$ cat src/rtl/alu_serial_seq.sv
// alu_serial_seq
//   Bit-serial sequencer for the external 1-bit ALU slice of the 16-bit
//   CPU datapath. One WIDTH-bit operation is accepted over a valid/ready
//   request and fed through the slice LSB first, one bit per cycle, with
//   the carry registered between cycles. The result and its Z/C/V flags
//   are returned over a valid/ready response.
//
// Ports
//   clk, rst_n          clock (rising edge), synchronous active-low reset
//   req_valid/ready     request handshake (ready only while IDLE)
//   req_a, req_b        operands
//   req_ctl             {ainvert, bnegate, op[1:0]}; op 11 selects SLT
//   rsp_valid/ready     response handshake
//   rsp_result          result word
//   rsp_zero            rsp_result == 0
//   rsp_carry           carry out of the MSB slice
//   rsp_ovf             signed overflow, cin_msb ^ cout_msb
//   slice_*             drive/return of the external 1-bit slice
module alu_serial_seq #(
    parameter int unsigned WIDTH = 16,
    parameter int unsigned CNT_W = 4
) (
    input  logic             clk,
    input  logic             rst_n,
    input  logic             req_valid,
    output logic             req_ready,
    input  logic [WIDTH-1:0] req_a,
    input  logic [WIDTH-1:0] req_b,
    input  logic [3:0]       req_ctl,
    output logic             rsp_valid,
    input  logic             rsp_ready,
    output logic [WIDTH-1:0] rsp_result,
    output logic             rsp_zero,
    output logic             rsp_carry,
    output logic             rsp_ovf,
    output logic             slice_a,
    output logic             slice_b,
    output logic             slice_cin,
    output logic             slice_ainvert,
    output logic             slice_bnegate,
    output logic [1:0]       slice_op,
    output logic             slice_less,
    input  logic             slice_result,
    input  logic             slice_cout
);

    typedef enum logic [1:0] {IDLE, RUN, RESP} state_t;

    localparam logic [CNT_W-1:0] LAST = CNT_W'(WIDTH - 1);

    state_t           state_q;
    logic [WIDTH-1:0] a_q, b_q, res_q;
    logic [3:0]       ctl_q;
    logic [CNT_W-1:0] cnt_q;
    logic             carry_q, cin_msb_q;
    logic             req_ready_q, rsp_valid_q;
    logic [WIDTH-1:0] rsp_result_q;
    logic             rsp_zero_q, rsp_carry_q, rsp_ovf_q;

    logic             is_slt;
    logic             ovf_d, less_d, zero_d;
    logic [WIDTH-1:0] result_d;

    assign is_slt = (ctl_q[1:0] == 2'b11);

    // Slice is always driven from the latched operands; only meaningful in RUN.
    // SLT runs the slice as a subtract, the less bit is formed here afterwards.
    assign slice_a       = a_q[cnt_q];
    assign slice_b       = b_q[cnt_q];
    assign slice_cin     = carry_q;
    assign slice_ainvert = ctl_q[3];
    assign slice_bnegate = ctl_q[2];
    assign slice_op      = is_slt ? 2'b10 : ctl_q[1:0];
    assign slice_less    = 1'b0;

    // Final word and flags, evaluated in the first RESP cycle when res_q,
    // carry_q (cout of MSB) and cin_msb_q are all complete.
    always_comb begin
        ovf_d    = cin_msb_q ^ carry_q;
        less_d   = res_q[WIDTH-1] ^ ovf_d;
        result_d = res_q;
        if (is_slt) begin
            result_d = {{(WIDTH-1){1'b0}}, less_d};
        end
        zero_d = (result_d == '0);
    end

    always_ff @(posedge clk) begin
        if (!rst_n) begin
            state_q      <= IDLE;
            req_ready_q  <= 1'b1;
            rsp_valid_q  <= 1'b0;
            a_q          <= '0;
            b_q          <= '0;
            res_q        <= '0;
            ctl_q        <= '0;
            cnt_q        <= '0;
            carry_q      <= 1'b0;
            cin_msb_q    <= 1'b0;
            rsp_result_q <= '0;
            rsp_zero_q   <= 1'b0;
            rsp_carry_q  <= 1'b0;
            rsp_ovf_q    <= 1'b0;
        end else begin
            case (state_q)
                IDLE: begin
                    if (req_valid) begin
                        a_q         <= req_a;
                        b_q         <= req_b;
                        ctl_q       <= req_ctl;
                        carry_q     <= req_ctl[2];
                        cnt_q       <= '0;
                        req_ready_q <= 1'b0;
                        state_q     <= RUN;
                    end
                end
                RUN: begin
                    res_q[cnt_q] <= slice_result;
                    carry_q      <= slice_cout;
                    if (cnt_q == LAST) begin
                        cin_msb_q <= carry_q;
                        state_q   <= RESP;
                    end else begin
                        cnt_q <= cnt_q + 1'b1;
                    end
                end
                RESP: begin
                    // First cycle registers the response; it is then held
                    // unchanged until the consumer takes it.
                    if (!rsp_valid_q) begin
                        rsp_result_q <= result_d;
                        rsp_zero_q   <= zero_d;
                        rsp_carry_q  <= carry_q;
                        rsp_ovf_q    <= ovf_d;
                        rsp_valid_q  <= 1'b1;
                    end else if (rsp_ready) begin
                        rsp_valid_q <= 1'b0;
                        req_ready_q <= 1'b1;
                        state_q     <= IDLE;
                    end
                end
                default: begin
                    state_q     <= IDLE;
                    req_ready_q <= 1'b1;
                    rsp_valid_q <= 1'b0;
                end
            endcase
        end
    end

    assign req_ready  = req_ready_q;
    assign rsp_valid  = rsp_valid_q;
    assign rsp_result = rsp_result_q;
    assign rsp_zero   = rsp_zero_q;
    assign rsp_carry  = rsp_carry_q;
    assign rsp_ovf    = rsp_ovf_q;

endmodule

$ cat config.mk
export PLATFORM = sky130hd
export DESIGN_NAME = alu_serial_seq
export DESIGN_NICKNAME = d
export VERILOG_FILES = /design/src/rtl/alu_serial_seq.sv
export SDC_FILE = /design/constraint.sdc
export NUM_CORES = 1
export LEC_CHECK = 0
export ABC_AREA = 1
export ABC_CLOCK_PERIOD_IN_PS = 1700
export CORE_ASPECT_RATIO = 0.7
export CORE_MARGIN = 10
export CORE_UTILIZATION = 51
export DETAILED_ROUTE_END_ITERATION = 8
export PLACE_DENSITY = 0.79
export REMOVE_ABC_BUFFERS = 1
export SYNTH_ARGS = -nofsm -noshare
export SYNTH_HDL_FRONTEND = slang
export SYNTH_SLANG_ARGS = --single-unit
$ cat constraint.sdc
create_clock -name clk -period 1.7 [get_ports clk]
set_clock_uncertainty 0.2 [all_clocks]
set_input_delay 0.17 -clock clk [delete_from_list [all_inputs] [get_ports clk]]
set_output_delay 0.17 -clock clk [all_outputs]
set_load 0.01 [all_outputs]
==> results of run 1 <==
[routing by layer]
metal,global-route usage,vias up
met5,0,-
met4,0.07735,0
met3,0.04795,11
met2,0.2814,92
met1,0.2359,1622
li1,-,1750
[synthesized netlist by cell type]
master	number
sky130_fd_sc_hd__buf_4	5
sky130_fd_sc_hd__nand2_2	2
sky130_fd_sc_hd__nor3_1	4
sky130_fd_sc_hd__o21ai_0	82
sky130_fd_sc_hd__conb_1	1
sky130_fd_sc_hd__o22ai_1	4
sky130_fd_sc_hd__a31oi_1	1
sky130_fd_sc_hd__nor2_1	106
sky130_fd_sc_hd__nand4_1	2
sky130_fd_sc_hd__a211oi_1	1
sky130_fd_sc_hd__o21ai_2	1
sky130_fd_sc_hd__clkbuf_1	11
sky130_fd_sc_hd__o211ai_1	3
sky130_fd_sc_hd__inv_2	5
sky130_fd_sc_hd__clkinv_1	1
sky130_fd_sc_hd__or2_2	1
sky130_fd_sc_hd__buf_2	9
sky130_fd_sc_hd__nand2_1	56
sky130_fd_sc_hd__nor2_4	5
sky130_fd_sc_hd__o21ai_1	2
sky130_fd_sc_hd__a21oi_1	42
sky130_fd_sc_hd__ha_1	4
sky130_fd_sc_hd__inv_1	20
sky130_fd_sc_hd__nand3_1	25
sky130_fd_sc_hd__dfxtp_1	81
sky130_fd_sc_hd__nand3_2	1
sky130_fd_sc_hd__buf_6	3
sky130_fd_sc_hd__nor2_2	3
[cell families after synthesis]
family,after synthesis,synth area share
AOI/OAI and AO/OA,136,0.2001
adders and majority gates,4,0.01430
buffers and inverters,54,0.07291
DFF,81,0.4632
other,1,0.001071
and+or+nand+nor,205,0.2484
[power by group]
| part | switching [mW] | total (mW) | internal (mW) |
|---|---|---|---|
| clock | 0.651 | 1.59 | 0.940 |
| combinational | 0.308 | 0.587 | 0.279 |
| sequential | 0.0623 | 2.05 | 1.98 |
| total | 1.02 | 4.22 | 3.20 |
[stage by stage]
stage          std cells  TNS, ps
2_1_floorplan        453    -1157
3_3_place_gp         643   -242.2
3_5_place_dp         643   -375.9
4_1_cts              660   -229.8
5_1_grt              661   -580.7
6_report             661   -253.4
[area by class of cell]
class	count	share of cell area
Clock buffer	13	0.03575
Multi-Input combinational cell	346	0.3573
Tap cell	94	0.02489
Sequential cell	81	0.3448
Inverter	26	0.02198
Timing Repair Buffer	99	0.2026
Clock inverter	2	0.01271
[what timing repair did]
item,in CTS,in global routing
setup buffers,1,2
pin swaps,7,9
cloned,1,0
resized for setup,46,15
endpoints found under the setup margin,6,23
[worst min-delay path: stages]
cell and delay [ps]:
sky130_fd_sc_hd__clkdlybuf4s50_1 390, sky130_fd_sc_hd__o21ai_1 120, sky130_fd_sc_hd__nor2_1 40
[sequential cells by signal, indices dropped and copies added, names as in the netlist, 2 cells and up]
name and cells:
b_q 16, a_q 16, rsp_result 16, state_q 2, res_q 16, cnt_q 4, ctl_q 4
[final timing paths]
path                            slack (ps)  depth (start not counted)  endpoint        from
worst max-delay path                  -140                          7   slice_a    cnt_q[0]
worst min-delay path                   210                          3  ctl_q[3]  req_ctl[3]
worst max register to register          20                          8  cnt_q[1]    cnt_q[0]
worst min register to register         260                          2  res_q[7]    res_q[7]
[cells in the final DEF, fill, tap and decap left out, drive strengths merged]
cell type / n
a211oi: 1
a21oi: 42
a31oi: 1
buf: 32
bufinv: 2
clkbuf: 13
clkdlybuf4s50: 63
clkinv: 1
clkinvlp: 1
conb: 1
dfxtp: 81
dlygate4sd2: 3
dlymetal6s2s: 1
ha: 4
inv: 24
nand2: 58
nand3: 26
nand4: 2
nor2: 114
nor3: 4
o211ai: 3
o21ai: 85
o22ai: 4
or2: 1
==> impl.org, run 1 <==
** STA
- Hold slack final :: 211.6 ps
- Final max-slew violation count :: 0
- The smallest clock period supported by the final layout is computed as approximately 1800 ps.
- Setup violations remaining at the end of the flow were counted as 2.
- In the finished design, the share of the clock period the worst path needs comes to 1.081.
- Setup repair after global routing could not meet its margin everywhere.
- The total count of hold-check failures in the final report came to 0.
- Setup slack after layout :: -137.1 ps
- Timing would allow up to ~0.54 GHz.

** Setup path
- STA puts the critical path data arrival time at 1470 ps.
- In this run the worst path has a maximum fanout of 8.
- The worst setup path is captured at an output pin.
- Cells traversed along the worst timing path :: inv_4, buf_6, nor2_2, o22ai_1, nand2_1, nand4_1, buf_2
- Cell at the slowest stage of the critical path :: sky130_fd_sc_hd__dfxtp_4
- Counting both buffers and inverters, the worst setup path holds a total of 3.
- STA puts the critical path data required time at about 1300 ps.
- On the critical path the largest part of the delay comes from flip-flops.
- Path type of the worst setup path :: reg -> out
- Max stage delay on crit path :: 370 ps
- STA classifies the critical path startpoint as a flop.

** Placement
- Final estimated routing congestion in global placement :: 0.8600
- Detailed placement finished with a half-perimeter wire length of ~6800 µm.
- Worst slack at placement :: -208.6 ps
- Input/output buffers :: between 60 and 70
- After detailed placement, the total cell area comes to approximately 4400 µm².

** Floorplanning
- Measured along the y axis, the die boundary spans around 89 µm.
- Placeable core region :: just under 7000 µm²
- Initial core utilization :: 0.5206
- Boundary Pins :: 71
- The die covers between 10000 and 15000 µm².
- Num rows :: 25
- Measured along the x axis, the die boundary spans 119.0 µm.

** Route
- Average wire length per cell after detail routing :: around 14 µm
- After the first detailed-routing iteration, the DRC count stood at around 250.
- The highest metal layer carrying signal wires in the routed design is met4.
- Met3 layer wire length in the routed design :: between 500 and 600 µm
- Metal-1 WL :: about 4600 µm
- The routed layout has between 3000 and 4000 vias.
- Routed wire length on met2 :: 4111 µm
- Wires add up to 9465 µm.
- Count of antenna-violating nets left after detailed routing :: 0
- Drc violations :: 0
- Pre-antenna DRT Iters :: 4
- After detailed routing, the number of vias per cell comes to between 5 and 6.

** Cells and area
- Layout cell share with drive strength beyond 1 :: 0.1570
- The repair_antennas step left the layout with diodes totalling 0.
- In the final design database the tool counted between 600 and 700 nets.
- Post-synthesis to final-layout area growth :: 34.95%
- The filler cells instantiated in the layout total 563.
- Sequential cell area :: roughly 1600 µm²
- In the final layout, the multi-input gates occupy 1688 µm².
- Measured on the finished design, the core utilization comes to 0.7025.
- The finished cells cover between 4000 and 5000 µm².

** Synth
- Counting every instance in the synthesized netlist gives between 400 and 500.
- Area share of the largest cell type after synthesis :: 0.4632
- Seq/Total Area, Yosys :: 0.4632
- Largest area contributor in the synthesized netlist :: sky130_fd_sc_hd__dfxtp_1
- Synthesized flop and latch total :: between 80 and 90
- Yosys printed 0 warnings.
- The mapped netlist covers between 3000 and 4000 µm².
- Dividing the synthesized area by the synthesized cell count gives roughly 7.3 µm².
- Unique masters post-synth :: 28
- By area the synthesized netlist is led by sky130_fd_sc_hd__dfxtp_1 (46%), sky130_fd_sc_hd__o21ai_0 (12%), sky130_fd_sc_hd__nor2_1 (11%).

** Pwr
- Power spread over the standard cell area amounts to between 800 and 900 nW/µm².
- Maximum VDD drop :: about 460 µV
- The design draws 4.225 mW.
- Leak Pwr :: ~1.9 nW

** Global route
- Via count of the first global-routing pass :: about 3300
- Sum of overflow across all layers after global routing :: 0
- Entering global routing, the biggest net connects 35 pins.
- GR Util All Layers :: 0.1819
- First-pass GRT wire length :: around 16000 µm
- The initial antenna violation count is 0.

** Clock tree
- Hold buffer count at CTS :: 0
- The number of clock buffers added by TritonCTS is 9.
- CTS tree :: yes
- For the worst-skew pair, the clock arrives at the later sink with an insertion delay of 350 ps.
- CTS clk-pin slew, worst paths :: around 80 ps
- CTS saw 81 sinks.
- The H-tree was split into 3 levels.
- Clock tree synthesis selected as its root buffer the cell sky130_fd_sc_hd__clkbuf_8.
- Counting along the longest clock path gives a buffer depth of 2.

** Status
- The run finished, with violations left.
- Violations in the final reports :: negative setup slack

** Flow run
- Across the run, the number of max-cap violations was 0.

** Min path
- The worst hold path belongs to the class in -> reg.
(Power assumes the default switching activity.)
==> inputs of run 2 (changes only) <==
- GPL_ROUTABILITY_DRIVEN: not set -> 0
==> results of run 2 <==
Final layout, timing and power as in run 1 (identical DEF).
